`config.mk`:
```
export PLATFORM = sky130hd
export DESIGN_NAME = i2c_cmd_arbiter
export DESIGN_NICKNAME = d
export VERILOG_FILES = /design/src/rtl/i2c_cmd_arbiter.sv
export SDC_FILE = /design/constraint.sdc
export NUM_CORES = 1
export LEC_CHECK = 0
export ABC_CLOCK_PERIOD_IN_PS = 2200
export CAP_MARGIN = 10
export CORE_MARGIN = 8
export CORE_UTILIZATION = 36
export CTS_CLUSTER_SIZE = 10
export DETAILED_ROUTE_END_ITERATION = 12
export GPL_TIMING_DRIVEN = 1
export PLACE_DENSITY = 0.71
export SLEW_MARGIN = 10
export SYNTH_ARGS = -nofsm -noshare
export SYNTH_HDL_FRONTEND = slang
export SYNTH_SLANG_ARGS = --single-unit
```
`constraint.sdc`:
```
create_clock -name clk -period 2.2 [get_ports clk]
set_input_delay 0.44 -clock clk [delete_from_list [all_inputs] [get_ports clk]]
set_output_delay 0.44 -clock clk [all_outputs]
set_load 0.03 [all_outputs]
```
`src/rtl/i2c_cmd_arbiter.sv`:
```
// i2c_cmd_arbiter: round-robin arbiter multiplexing NUM_REQ command requesters onto one i2c_master.
// Optional watchdog enabled by defining I2C_ARB_TIMEOUT_EN.
module i2c_cmd_arbiter #(
  parameter int NUM_REQ = 2,
  parameter int TIMEOUT_CYCLES = 1000000
) (
  input  logic                 clk,
  input  logic                 reset,
  input  logic [NUM_REQ-1:0]   req,
  input  logic [NUM_REQ-1:0]   req_rd,
  input  logic [7*NUM_REQ-1:0] req_chip_addr,
  input  logic [8*NUM_REQ-1:0] req_reg_addr,
  input  logic [8*NUM_REQ-1:0] req_data,
  output logic [NUM_REQ-1:0]   ack,
  output logic                 ack_err,
  output logic [7:0]           rd_data,
  output logic [NUM_REQ-1:0]   grant,
  output logic [6:0]           m_chip_addr,
  output logic [7:0]           m_reg_addr,
  output logic [7:0]           m_data_in,
  output logic                 m_write_en,
  output logic                 m_read_en,
  input  logic                 m_busy,
  input  logic                 m_done,
  input  logic [2:0]           m_status,
  input  logic [7:0]           m_data_out
);
  localparam int IW = $clog2(NUM_REQ);
  typedef enum logic [2:0] {S_IDLE, S_ISSUE, S_WAIT_BUSY, S_WAIT_DONE, S_ACK} state_t;
  state_t state, state_nx;
  logic [IW-1:0] last_owner, owner, win;
  logic rd_op, timeout;
`ifdef I2C_ARB_TIMEOUT_EN
  localparam int WW = $clog2(TIMEOUT_CYCLES + 1);
  logic [WW-1:0] wd;
  logic in_wait;
  assign in_wait = (state == S_WAIT_BUSY) || (state == S_WAIT_DONE);
  assign timeout = in_wait && (wd == WW'(TIMEOUT_CYCLES - 1));
  always_ff @(posedge clk)
    if (reset || !in_wait) wd <= '0;
    else wd <= wd + 1'b1;
`else
  assign timeout = 1'b0;
`endif
  // Descending scan so the requester closest after last_owner is assigned last and wins.
  always_comb begin
    win = '0;
    for (int k = NUM_REQ - 1; k >= 0; k--)
      if (req[(int'(last_owner) + 1 + k) % NUM_REQ]) win = IW'((int'(last_owner) + 1 + k) % NUM_REQ);
  end
  always_comb begin
    state_nx = state;
    case (state)
      S_IDLE:      state_nx = |req ? S_ISSUE : S_IDLE;
      S_ISSUE:     state_nx = S_WAIT_BUSY;
      S_WAIT_BUSY: state_nx = (timeout || m_done) ? S_ACK : m_busy ? S_WAIT_DONE : S_WAIT_BUSY;
      S_WAIT_DONE: state_nx = (timeout || m_done || !m_busy) ? S_ACK : S_WAIT_DONE;
      S_ACK:       state_nx = S_IDLE;
      default:     state_nx = S_IDLE;
    endcase
  end
  assign m_write_en = (state == S_ISSUE) && !rd_op;
  assign m_read_en  = (state == S_ISSUE) && rd_op;
  assign ack        = (state == S_ACK) ? grant : '0;
  always_ff @(posedge clk)
    if (reset) state <= S_IDLE;
    else state <= state_nx;
  always_ff @(posedge clk)
    if (reset) begin
      grant       <= '0;
      owner       <= '0;
      last_owner  <= IW'(NUM_REQ - 1);
      rd_op       <= 1'b0;
      m_chip_addr <= '0;
      m_reg_addr  <= '0;
      m_data_in   <= '0;
      rd_data     <= '0;
      ack_err     <= 1'b0;
    end else begin
      if (state == S_IDLE && |req) begin
        grant       <= NUM_REQ'(1) << win;
        owner       <= win;
        rd_op       <= req_rd[win];
        m_chip_addr <= req_chip_addr[win*7 +: 7];
        m_reg_addr  <= req_reg_addr[win*8 +: 8];
        m_data_in   <= req_data[win*8 +: 8];
      end
      if (state != S_ACK && state_nx == S_ACK) begin
        rd_data <= timeout ? 8'h00 : m_data_out;
        ack_err <= timeout || (m_status != 3'd0);
      end
      if (state == S_ACK) begin
        grant      <= '0;
        last_owner <= owner;
      end
    end
endmodule
```
==> After elaboration in Yosys (flattened, before gate mapping) <==
Index checks and enable logic that the tools add are counted.
{ "word_totals": {"regBits": 40} }
{ "classes": {"muxes": 16, "n_addsub": 2, "n_shift": 4, "n_reduce_logical": 11, "order_cmp": 3, "n_eq_ne": 6, "n_mul": 1, "bitwise_logic": 2} }
{ "op_table": {"columns": ["op", "n"], "rows": [
  ["adder 32 x 2 -> 32 bit (second input constant)", 1],
  ["indexed part select 16 x 5 -> 8 bit", 2],
  ["indexed part select 14 x 5 -> 7 bit", 1],
  ["2-to-1 mux 1 bit", 12],
  ["one-hot mux 3 bit (4 select lines)", 1],
  ["== test 3 x 2 -> 1 bit (second input constant)", 2],
  ["== test 3 bit (second input constant)", 2],
  ["< comparator 2 x 3 -> 1 bit (second input constant)", 2],
  ["2-to-1 mux 3 bit", 2],
  ["logical AND 1 bit", 4],
  ["multiplier 1 x 3 -> 4 bit (second input constant)", 1],
  ["OR reduction 2 bit", 2],
  ["== test 3 x 1 -> 1 bit (second input constant)", 1],
  ["logical NOT 3 bit", 1],
  ["!= test 3 bit (second input constant)", 1],
  ["nonzero test 3 bit", 1],
  ["adder 1 x 1 -> 2 bit (second input constant)", 1],
  ["logical NOT 1 bit", 2],
  ["< comparator 1 x 2 -> 1 bit (second input constant)", 1],
  ["2-to-1 mux 2 bit", 1],
  ["<< shifter 1 x 1 -> 2 bit (first input constant)", 1],
  ["bitwise AND 1 bit", 1],
  ["bitwise AND 1 bit (first input constant)", 1],
  ["logical OR 1 bit", 1]
]} }

==> Depth between registers and ports, before layout <==
Gate-level depths: netlist of the first run.
{ "depth": {"ltp_word": 10, "ltp_mapped": 5} }

==> Worst setup path before layout of the first run <==
No wires, ideal clock.
{ "synth_timing": {"kind": "reg2out", "startpoint": "register state[2]", "endpoint": "output port m_write_en", "setup_slack_ns": 0.219, "path_stages_with_launch": 3, "path_buffers": 1, "arrival_ns": 1.541, "cell_sequence": "dfxtp_1 > clkbuf_1 > nor4b_1"} }
{ "synth_via": {"elab_chain_len": 2} }
{ "synth_lines": {"columns": ["item", "line_no", "source"], "rows": [
  ["start: declaration", "30", "state_t state, state_nx;"],
  ["start signal: assignment", "67", "else state <= state_nx;"],
  ["== test 3 x 1 -> 1 bit", "62", "assign m_write_en = (state == S_ISSUE) && !rd_op;"],
  ["logical AND 1 bit", "62", null],
  ["end: declaration", "21", "output logic m_write_en,"]
]} }
Every way passes these cells.

==> Final worst setup path of the first run <==
{ "layout_timing": {"startpoint": "register state[0]", "endpoint": "output port m_read_en"} }
{ "layout_via": {"elab_chain_len": 2} }
{ "layout_lines": {"columns": ["item", "line_no", "source"], "rows": [
  ["== test 3 x 1 -> 1 bit", "63", "assign m_read_en = (state == S_ISSUE) && rd_op;"],
  ["logical AND 1 bit", "63", null],
  ["end: declaration", "22", "output logic m_read_en,"]
]} }
Every way passes these cells.

==> results.md, run 1 <==
* Largest area contributor in the netlist: dfxtp_1
* Num ports at 103
* CP Capture Type: output port
* VDD IR max at 0.311 mV
* Width of the die at 89.0 microns
* Final setup margin at 0.0996 ns
* Starting density of the core at 0.373
* Static Leak at 0.00114 uW
* Final Cycle Share at 0.955
* Fin crit period at 2.10 ns
* Layout cells sized above 1 at 0.178
* Synth top area cells: dfxtp_1 42%, nor4b_2 13%, a221o_1 13%
* CTS tree: yes
* Number of antenna diodes at 0
* Hold_ws at 0.476 ns
* Most frequent cells in the layout: 98 x clkdlybuf4s50_1, 39 x dfxtp_1, 24 x a221o_1
* Max-Slew Margin vs Limit at 0.695
* Skew final at 0.00627 ns
* Post-layout instance area at 0.00313 sq mm
* GRT Residual Overflow at 0
* Core Region at 0.00514 sq mm
* Crit Path Category: flop to output port
* CTS Root Cell: clkbuf_8
* Nets at 334
* 1st-iter DRT viols at 60
* Mapped Nets at 229
* Total GRT Usage at 0.149
* Status: completed
* Post-CTS Setup Bufs at 0
* Area Overhead vs Synth at 63.4%
* Worst Path Required at 1.76 ns
* Slew Limit Fails at 0
* Min-delay src: rd_data[4]
* Number of global-route vias before repair at 1838
* Worst-margin pin slew at 0.454 ns
* Routed WL at 5760 microns
* Core Rows at 26
* Syn Area/Cell at 11.7 sq um
* Area fraction of the dominant cell type after synthesis at 0.418
* Clock latency on the worst-skew pair at 0.29 ns
* DP Area at 0.00303 sq mm
* H-Tree Depth at 2
* Die area at 0.00792 sq mm
* Post-synthesis cell area at 0.00192 sq mm
* Vias/cell at 5.13
* Largest net degree at the start of global routing at 23
* Antenna-violating nets left at 0
* Hold Vio Cnt, Final at 0
* Unique masters post-synth at 33
* Clock sink count at 40
* Clock buffer depth at 2
* Power per Cell Area at 651 mW/mm^2
* Via count at 1743
* Fin Setup TNS at 0 ns
* First-pass GRT wire length at 9320 microns
* Final setup vio count at 0
* Ys Warns at 0
* Routability cong. at 0.724
* Maximum fanout along the worst path at 6
* RR Startpoint: state[0]
* RSZ-0062 raised after global routing: false
* Post-synthesis sequential area ratio at 0.418
* Initial DRT Pass Iterations at 4
* Most common cell after layout, fill and taps aside: clkdlybuf4s50_1
* Pre-CTS setup slack at 0.0191 ns
* Clk slew on worst S/H paths at 0.07 ns
* Die height at 89.0 microns
* Seq cells post-synth at 40
* Num CTS Buffers at 5
* Critical path launch point type: flop
* Initial antenna violation count at 0
* IO Port Bufs at 102
* Critical Path Source: state[0]
* Cells after Synth at 164
* Post-DP HPWL at 4350 microns
* Routed WL per cell at 16.9 microns
* # hold bufs at CTS at 0
* Highest clock rate at 0.476 GHz
* Hold Path Class: flop to flop
* Max_cap viols at 0
* Crit path DAT at 1.66 ns
* Drt drc at 0
[cells in the mapped netlist]
cell type,n
a211oi_1,1
a21oi_1,2
or2_2,1
a21boi_0,1
and3_1,2
nor4b_1,9
o21ai_0,1
clkbuf_1,8
nor2_1,3
a211oi_2,1
nor3_1,2
buf_1,1
a32oi_1,2
o21a_1,1
buf_2,4
nand2_1,2
mux2_2,1
buf_6,3
a221o_1,24
or4b_1,1
nor3b_4,1
nand3b_1,1
and4bb_2,1
nor4b_2,17
nor2b_1,5
nand2b_1,16
or4b_4,1
buf_12,1
dfxtp_1,40
buf_8,1
a311o_1,1
a2bb2oi_1,1
mux2i_1,8
[per-layer routing]
metal | track usage | wire length [microns]
met5 | 0 | 0
met4 | 0.0498 | 59
met3 | 0.0634 | 615
met2 | 0.222 | 2460
met1 | 0.189 | 2620
[sequential cells by signal, indices dropped and copies added (netlist names)]
signal,cells
owner,1
state,3
ack_err,1
grant,2
rd_op,1
m_data_in,8
m_reg_addr,8
last_owner,1
m_chip_addr,7
rd_data,8
[critical path: stages (launching register included)]
cell             delay [ns]
dfxtp_1                0.35
buf_4                  0.15
and4bb_2               0.21
clkdlybuf4s50_1        0.66
[report_power, final]
| group | total (uW) | internal, uW | switching (uW) |
|---|---|---|---|
| combinational | 689 | 357 | 331 |
| sequential | 855 | 803 | 51.4 |
| clock | 495 | 256 | 240 |
[final cells by class]
type / count / area [sq um]
sequential: 40 / 802
clock buffer: 8 / 90.1
fill: 464 / 2010
multi-input combinational: 106 / 1000
tap: 70 / 87.6
timing repair buffer: 116 / 1150
[cells by family after synthesis]
family,after synthesis,share of synthesized area
AND/OR/NAND/NOR,62,0.300
flip-flops,40,0.418
AO/OA/AOI/OAI,35,0.170
buffers and inverters,18,0.0640
multiplexers,9,0.0477
[metrics by stage]
stage	total power, uW	cells	utilization
6_report	2040	340	0.609
5_1_grt	2160	340	0.609
4_1_cts	2070	340	0.608
3_5_place_dp	1560	332	0.590
3_3_place_gp	1560	332	0.590
2_1_floorplan	1250	164	-
[path summary, 6_finish.rpt]
check	slack (ns)	endpoint	cells after the start
hold reg to reg	0.48	rd_data[4]	2
setup / recovery	0.1	m_read_en	3
hold / removal	0.48	rd_data[4]	2
setup reg to reg	0.43	m_chip_addr[4]	5
[repair_timing]
item / 4_1_cts / 5_1_grt
endpoints found under the hold margin: 0 / 0
resized for setup: 2 / 3
endpoints found under the setup margin: 2 / 3
(Power assumes the default switching activity.)
==> run 2, diff against run 1 <==
Settings changed: GPL_ROUTABILITY_DRIVEN set to 0.
==> results of run 2 <==
The final DEF is identical to that of run 1; final timing and power are the same.
==> RTL change 1 (config.mk and constraints of run 2) <==
Set the parameter `NUM_REQ` to 4 (it was 2).
--- a/src/rtl/i2c_cmd_arbiter.sv
+++ b/src/rtl/i2c_cmd_arbiter.sv
@@ -1,7 +1,7 @@
 // i2c_cmd_arbiter: round-robin arbiter multiplexing NUM_REQ command requesters onto one i2c_master.
 // Optional watchdog enabled by defining I2C_ARB_TIMEOUT_EN.
 module i2c_cmd_arbiter #(
-  parameter int NUM_REQ = 2,
+  parameter int NUM_REQ = 4,
   parameter int TIMEOUT_CYCLES = 1000000
 ) (
   input  logic                 clk,
Interface: changed (7 resized); port bits go from 103 to 157. No check against the original RTL was run, so the function may have changed too.
==> RTL change 1 against run 2 <==
Sequential cell count rose by 4. Die area is 31% higher. Wire length is 62% higher. Area after synthesis up 38%. Worst setup slack better by 6.5 ps. Final area increased by 43%. Largest power group is now combinational cells. Combinational power up 110%. Clock power is 31% higher. Total power increased by 52%.
==> RTL change 1: results (changes against run 2) <==
status complete, no violations; nets 571 (+71%); 1st-iter DRT viols 105 (+75%); XOR/XNOR Fraction of Synth Area 0% (unchanged); Worst-Skew Late Latency roughly 300 ps; DRT Wirelength 9320 um (+62%); R2R depth 4 (-1); IO Port Bufs 156 (+53%); Final HPWL DP 7330 um (+69%); post-synthesis mux area share 12.1% (+7.3 points); CTS buffer count 5 (unchanged); setup clock skew after layout 10.6 ps (+4.37 ps); crit path from req[0]; adder-cell share of the synthesized area 0% (unchanged); fraction of registers with async set/reset 0% (unchanged); worst reg2reg path endpoint m_reg_addr[2]; WS Path Type in -> reg; largest registers m_data_in x8, m_reg_addr x8, rd_data x8; post-synth cell types 35 (+6.1%); WP data arrival 2280 ps (+620 ps); via count 2797 (+60%); Reg2Reg Setup Slack 270 ps (-160 ps); Reg clk slew, reported paths 90 ps (+20 ps); Switching Fraction 36.3% (+5.7 points); IR drop worst, VDD 333 uV (+7.1%); register area share after synthesis 33.3% (-8.5 points); first-pass GRT wire length 14800 um (+58%); share of layout cells above drive strength 1 11.4% (-6.4 points); clk buf depth 2 (unchanged); Synth Warn # 0 (unchanged); root buffer cell clkbuf_8; Synth Area in Compound Gates 30.4% (+13 points); Mapped Nets 418 (+83%); CP max-delay cell or4_2; Slew headroom 66.5% (-3.0 points); Crit path largest cell delay 600 ps (-60 ps); largest net degree at the start of global routing 34 (+48%); worst reg2reg path startpoint state[1]; antenna cell count 0 (unchanged); vias in the first global route 2925 (+59%); CP max FO 22 (+16); Largest delay share family, worst path buffers and inverters; initial antenna violation count 0 (unchanged); most common library cells after synthesis dfxtp_1, mux2i_1, nand2_1; DRT Pass-1 Iters 4 (unchanged); Static Leakage 0.00178 uW (+56%); Total GRT Usage 17.7% (+2.8 points); synth top area cells dfxtp_1, mux2i_1, a221o_1; worst hold path type reg -> reg; CTS H-tree lvls 2 (unchanged)
[RTL change 1: cell types whose count changed after synthesis, moves of 12 or more]
cell,delta
a21oi_2,+23
inv_1,+28
o2bb2ai_1,+23
nand2b_1,-12
nand2_1,+29
mux2i_1,+24
nor2_1,+18
nor4b_2,-17
[RTL change 1: logic make-up (layout without fill, tap and decap cells)]
kind of cell,count (synthesis),in the layout
compound gates,95,95
simple gates,80,80
buf+inv,52,206
flops,44,44
mux,32,32
[RTL change 1: per-stage QoR]
step / setup WS (ps) / total power, uW / instances / hold WS [ps] / instance area (um2)
6_report: 106 / 3110 / 556 / 476 / 4470
5_1_grt: 26.3 / 3280 / 556 / 493 / 4470
4_1_cts: 86.5 / 3130 / 556 / 469 / 4470
3_5_place_dp: -226 / 2490 / 548 / 454 / 4360
3_3_place_gp: -180 / 2470 / 548 / 443 / 4360
2_1_floorplan: 269 / 1900 / 303 / 435 / 2650
[RTL change 1: routing by layer]
layer	track usage, %	vias to the layer above	routed length (um)
met1	21.2	1285	3890
met3	5.57	14	713
met4	6.19	0	233
li1	-	1409	-
met2	29.0	89	4480
met5	0	-	0
[RTL change 1: how the worst min path moves through the flow]
stage	slack, ps	cells after the start	to	from
6_report	480	1	last_owner[0]	owner[0]
5_1_grt	490	2	owner[1]	owner[1]
4_1_cts	470	2	owner[1]	owner[1]
3_5_place_dp	450	1	last_owner[1]	owner[1]
3_3_place_gp	440	1	last_owner[1]	owner[1]
2_1_floorplan	440	1	last_owner[1]	owner[1]
[RTL change 1: what timing repair did]
action | CTS | global route
gates resized for setup | 6 | 0
endpoints found under the setup margin | 6 | 0
buffers inserted | 0 | 0
[RTL change 1: area by class of cell]
cell class	instances	area (um2)
well taps	99	124
fillers	650	2710
inverters	28	105
repair buffers	170	1730
flip-flops and latches	44	881
clock inverters	3	46.3
clock buffers	5	68.8
multi-input cells	207	1510
[RTL change 1: power by group through the flow]
stage                     clock network [uW]  registers (uW)  logic (uW)
after floorplan                            0            1240         666
after global placement                     0            1020        1450
after detailed placement                   0            1030        1460
after CTS                                659            1010        1460
after global routing                     704            1030        1550
final                                    649            1010        1450
==> RTL change 2 (config.mk and constraints of run 2) <==
Made on the original files. Register the output `ack_err` once more, cleared by the reset; this adds one clock of latency there. The other outputs are not delayed to match.
--- a/src/rtl/i2c_cmd_arbiter.sv
+++ b/src/rtl/i2c_cmd_arbiter.sv
@@ -27,6 +27,8 @@
 );
   localparam int IW = $clog2(NUM_REQ);
   typedef enum logic [2:0] {S_IDLE, S_ISSUE, S_WAIT_BUSY, S_WAIT_DONE, S_ACK} state_t;
+
+  logic ack_err_s0;
   state_t state, state_nx;
   logic [IW-1:0] last_owner, owner, win;
   logic rd_op, timeout;
@@ -75,7 +77,7 @@
       m_reg_addr  <= '0;
       m_data_in   <= '0;
       rd_data     <= '0;
-      ack_err     <= 1'b0;
+      ack_err_s0  <= 1'b0;
     end else begin
       if (state == S_IDLE && |req) begin
         grant       <= NUM_REQ'(1) << win;
@@ -87,11 +89,19 @@
       end
       if (state != S_ACK && state_nx == S_ACK) begin
         rd_data <= timeout ? 8'h00 : m_data_out;
-        ack_err <= timeout || (m_status != 3'd0);
+        ack_err_s0 <= timeout || (m_status != 3'd0);
       end
       if (state == S_ACK) begin
         grant      <= '0;
         last_owner <= owner;
       end
     end
+  always_ff @(posedge clk) begin
+    if (reset) begin
+      ack_err <= '0;
+    end else begin
+      ack_err <= ack_err_s0;
+    end
+  end
+
 endmodule
Check against the original RTL: not equivalent (a bounded check fails within 4 cycles, from zero or initial values and one cycle with reset high).
==> RTL change 2 against run 2 <==
Sequential cell count increased by 1. Non-clock buffer count decreased by 3. Area after synthesis increased by 1.0%. Global-route usage increased by 0.23 points. Hold slack got worse by 8.0 ps. Worst setup slack improved by 1.0 ps. Combinational power increased by 1%. Total power increased by 0.44%. Maximum frequency about the same. Wire length increased by 5.5%. Clock power decreased by 4%. Final area increased by 0.88%. Highest routed layer unchanged.
==> RTL change 2: results (changes against run 2) <==
post-synthesis mux area share 4.72% (-0.049 points); setup clock skew after layout 6.14 ps (-0.127 ps); first-pass GRT wire length 9480 um (+1.8%); Synth Area in Compound Gates 16.9% (-0.18 points); Static Leakage 0.00116 uW (+1.7%); Mapped Cells 165 (+0.61%); DR WL/cell 18.0 um (+6.1%); register area share after synthesis 42.4% (+0.60 points); Synth Warn # 0 (unchanged); hold path startpoint ack_err_s0; nets 332 (-0.60%); post-synth cell types 33 (unchanged); worst setup margin 101 ps (+1.00 ps); Worst-Margin Slew 463 ps (+8.99 ps); share of layout cells above drive strength 1 16.4% (-1.4 points); synth top area cells dfxtp_1, nor4b_2, a221o_1; Mapped Nets 230 (+0.44%); CTS H-tree lvls 2 (unchanged); largest net degree at the start of global routing 36 (+57%); worst hold stages 1 (-1); CP max FO 8 (+2); Reg2Reg Setup Slack 350 ps (-80 ps); dpl ws 5.03 ps (-14.1 ps); 1st-iter DRT viols 34 (-43%); status complete, no violations; Total GRT Usage 15.2% (+0.23 points); crit path from state[2]; most common library cells after synthesis dfxtp_1, a221o_1, nor4b_2; IR drop worst, VDD 317 uV (+1.8%); worst reg2reg path startpoint state[2]; dpl cell area 0.00307 mm2 (+1.2%); DRT Wirelength 6070 um (+5.5%); vias in the first global route 1792 (-2.5%)
RTL change 2: cell types whose count changed after synthesis, sizes merged:
cell / delta
dfxtp: +1
RTL change 2: power by group:
part           total, uW  internal, uW  switching, uW
combinational        697           364            333
sequential           874           822           52.1
clock                477           220            257
total               2050          1410            642
RTL change 2: repair_timing:
item                                    CTS  global route
hold buffers                              0             0
gates resized for setup                   0             3
endpoints found under the setup margin    0             3
RTL change 2: area by class of cell:
| class | count | area [um2] |
|---|---|---|
| tap | 70 | 87.6 |
| clock inverter | 2 | 10.0 |
| multi-input combinational | 106 | 1000 |
| timing repair buffer | 113 | 1170 |
| clock buffer | 6 | 72.6 |
| sequential | 41 | 821 |
| fill | 464 | 1980 |
RTL change 2: routing by layer:
metal / wire (um) / global-route usage (%) / up-vias
li1: - / - / 849
met1: 2750 / 19.2 / 799
met2: 2560 / 22.9 / 79
met3: 729 / 6.80 / 4
met4: 31 / 3.63 / 0
met5: 0 / 0 / -
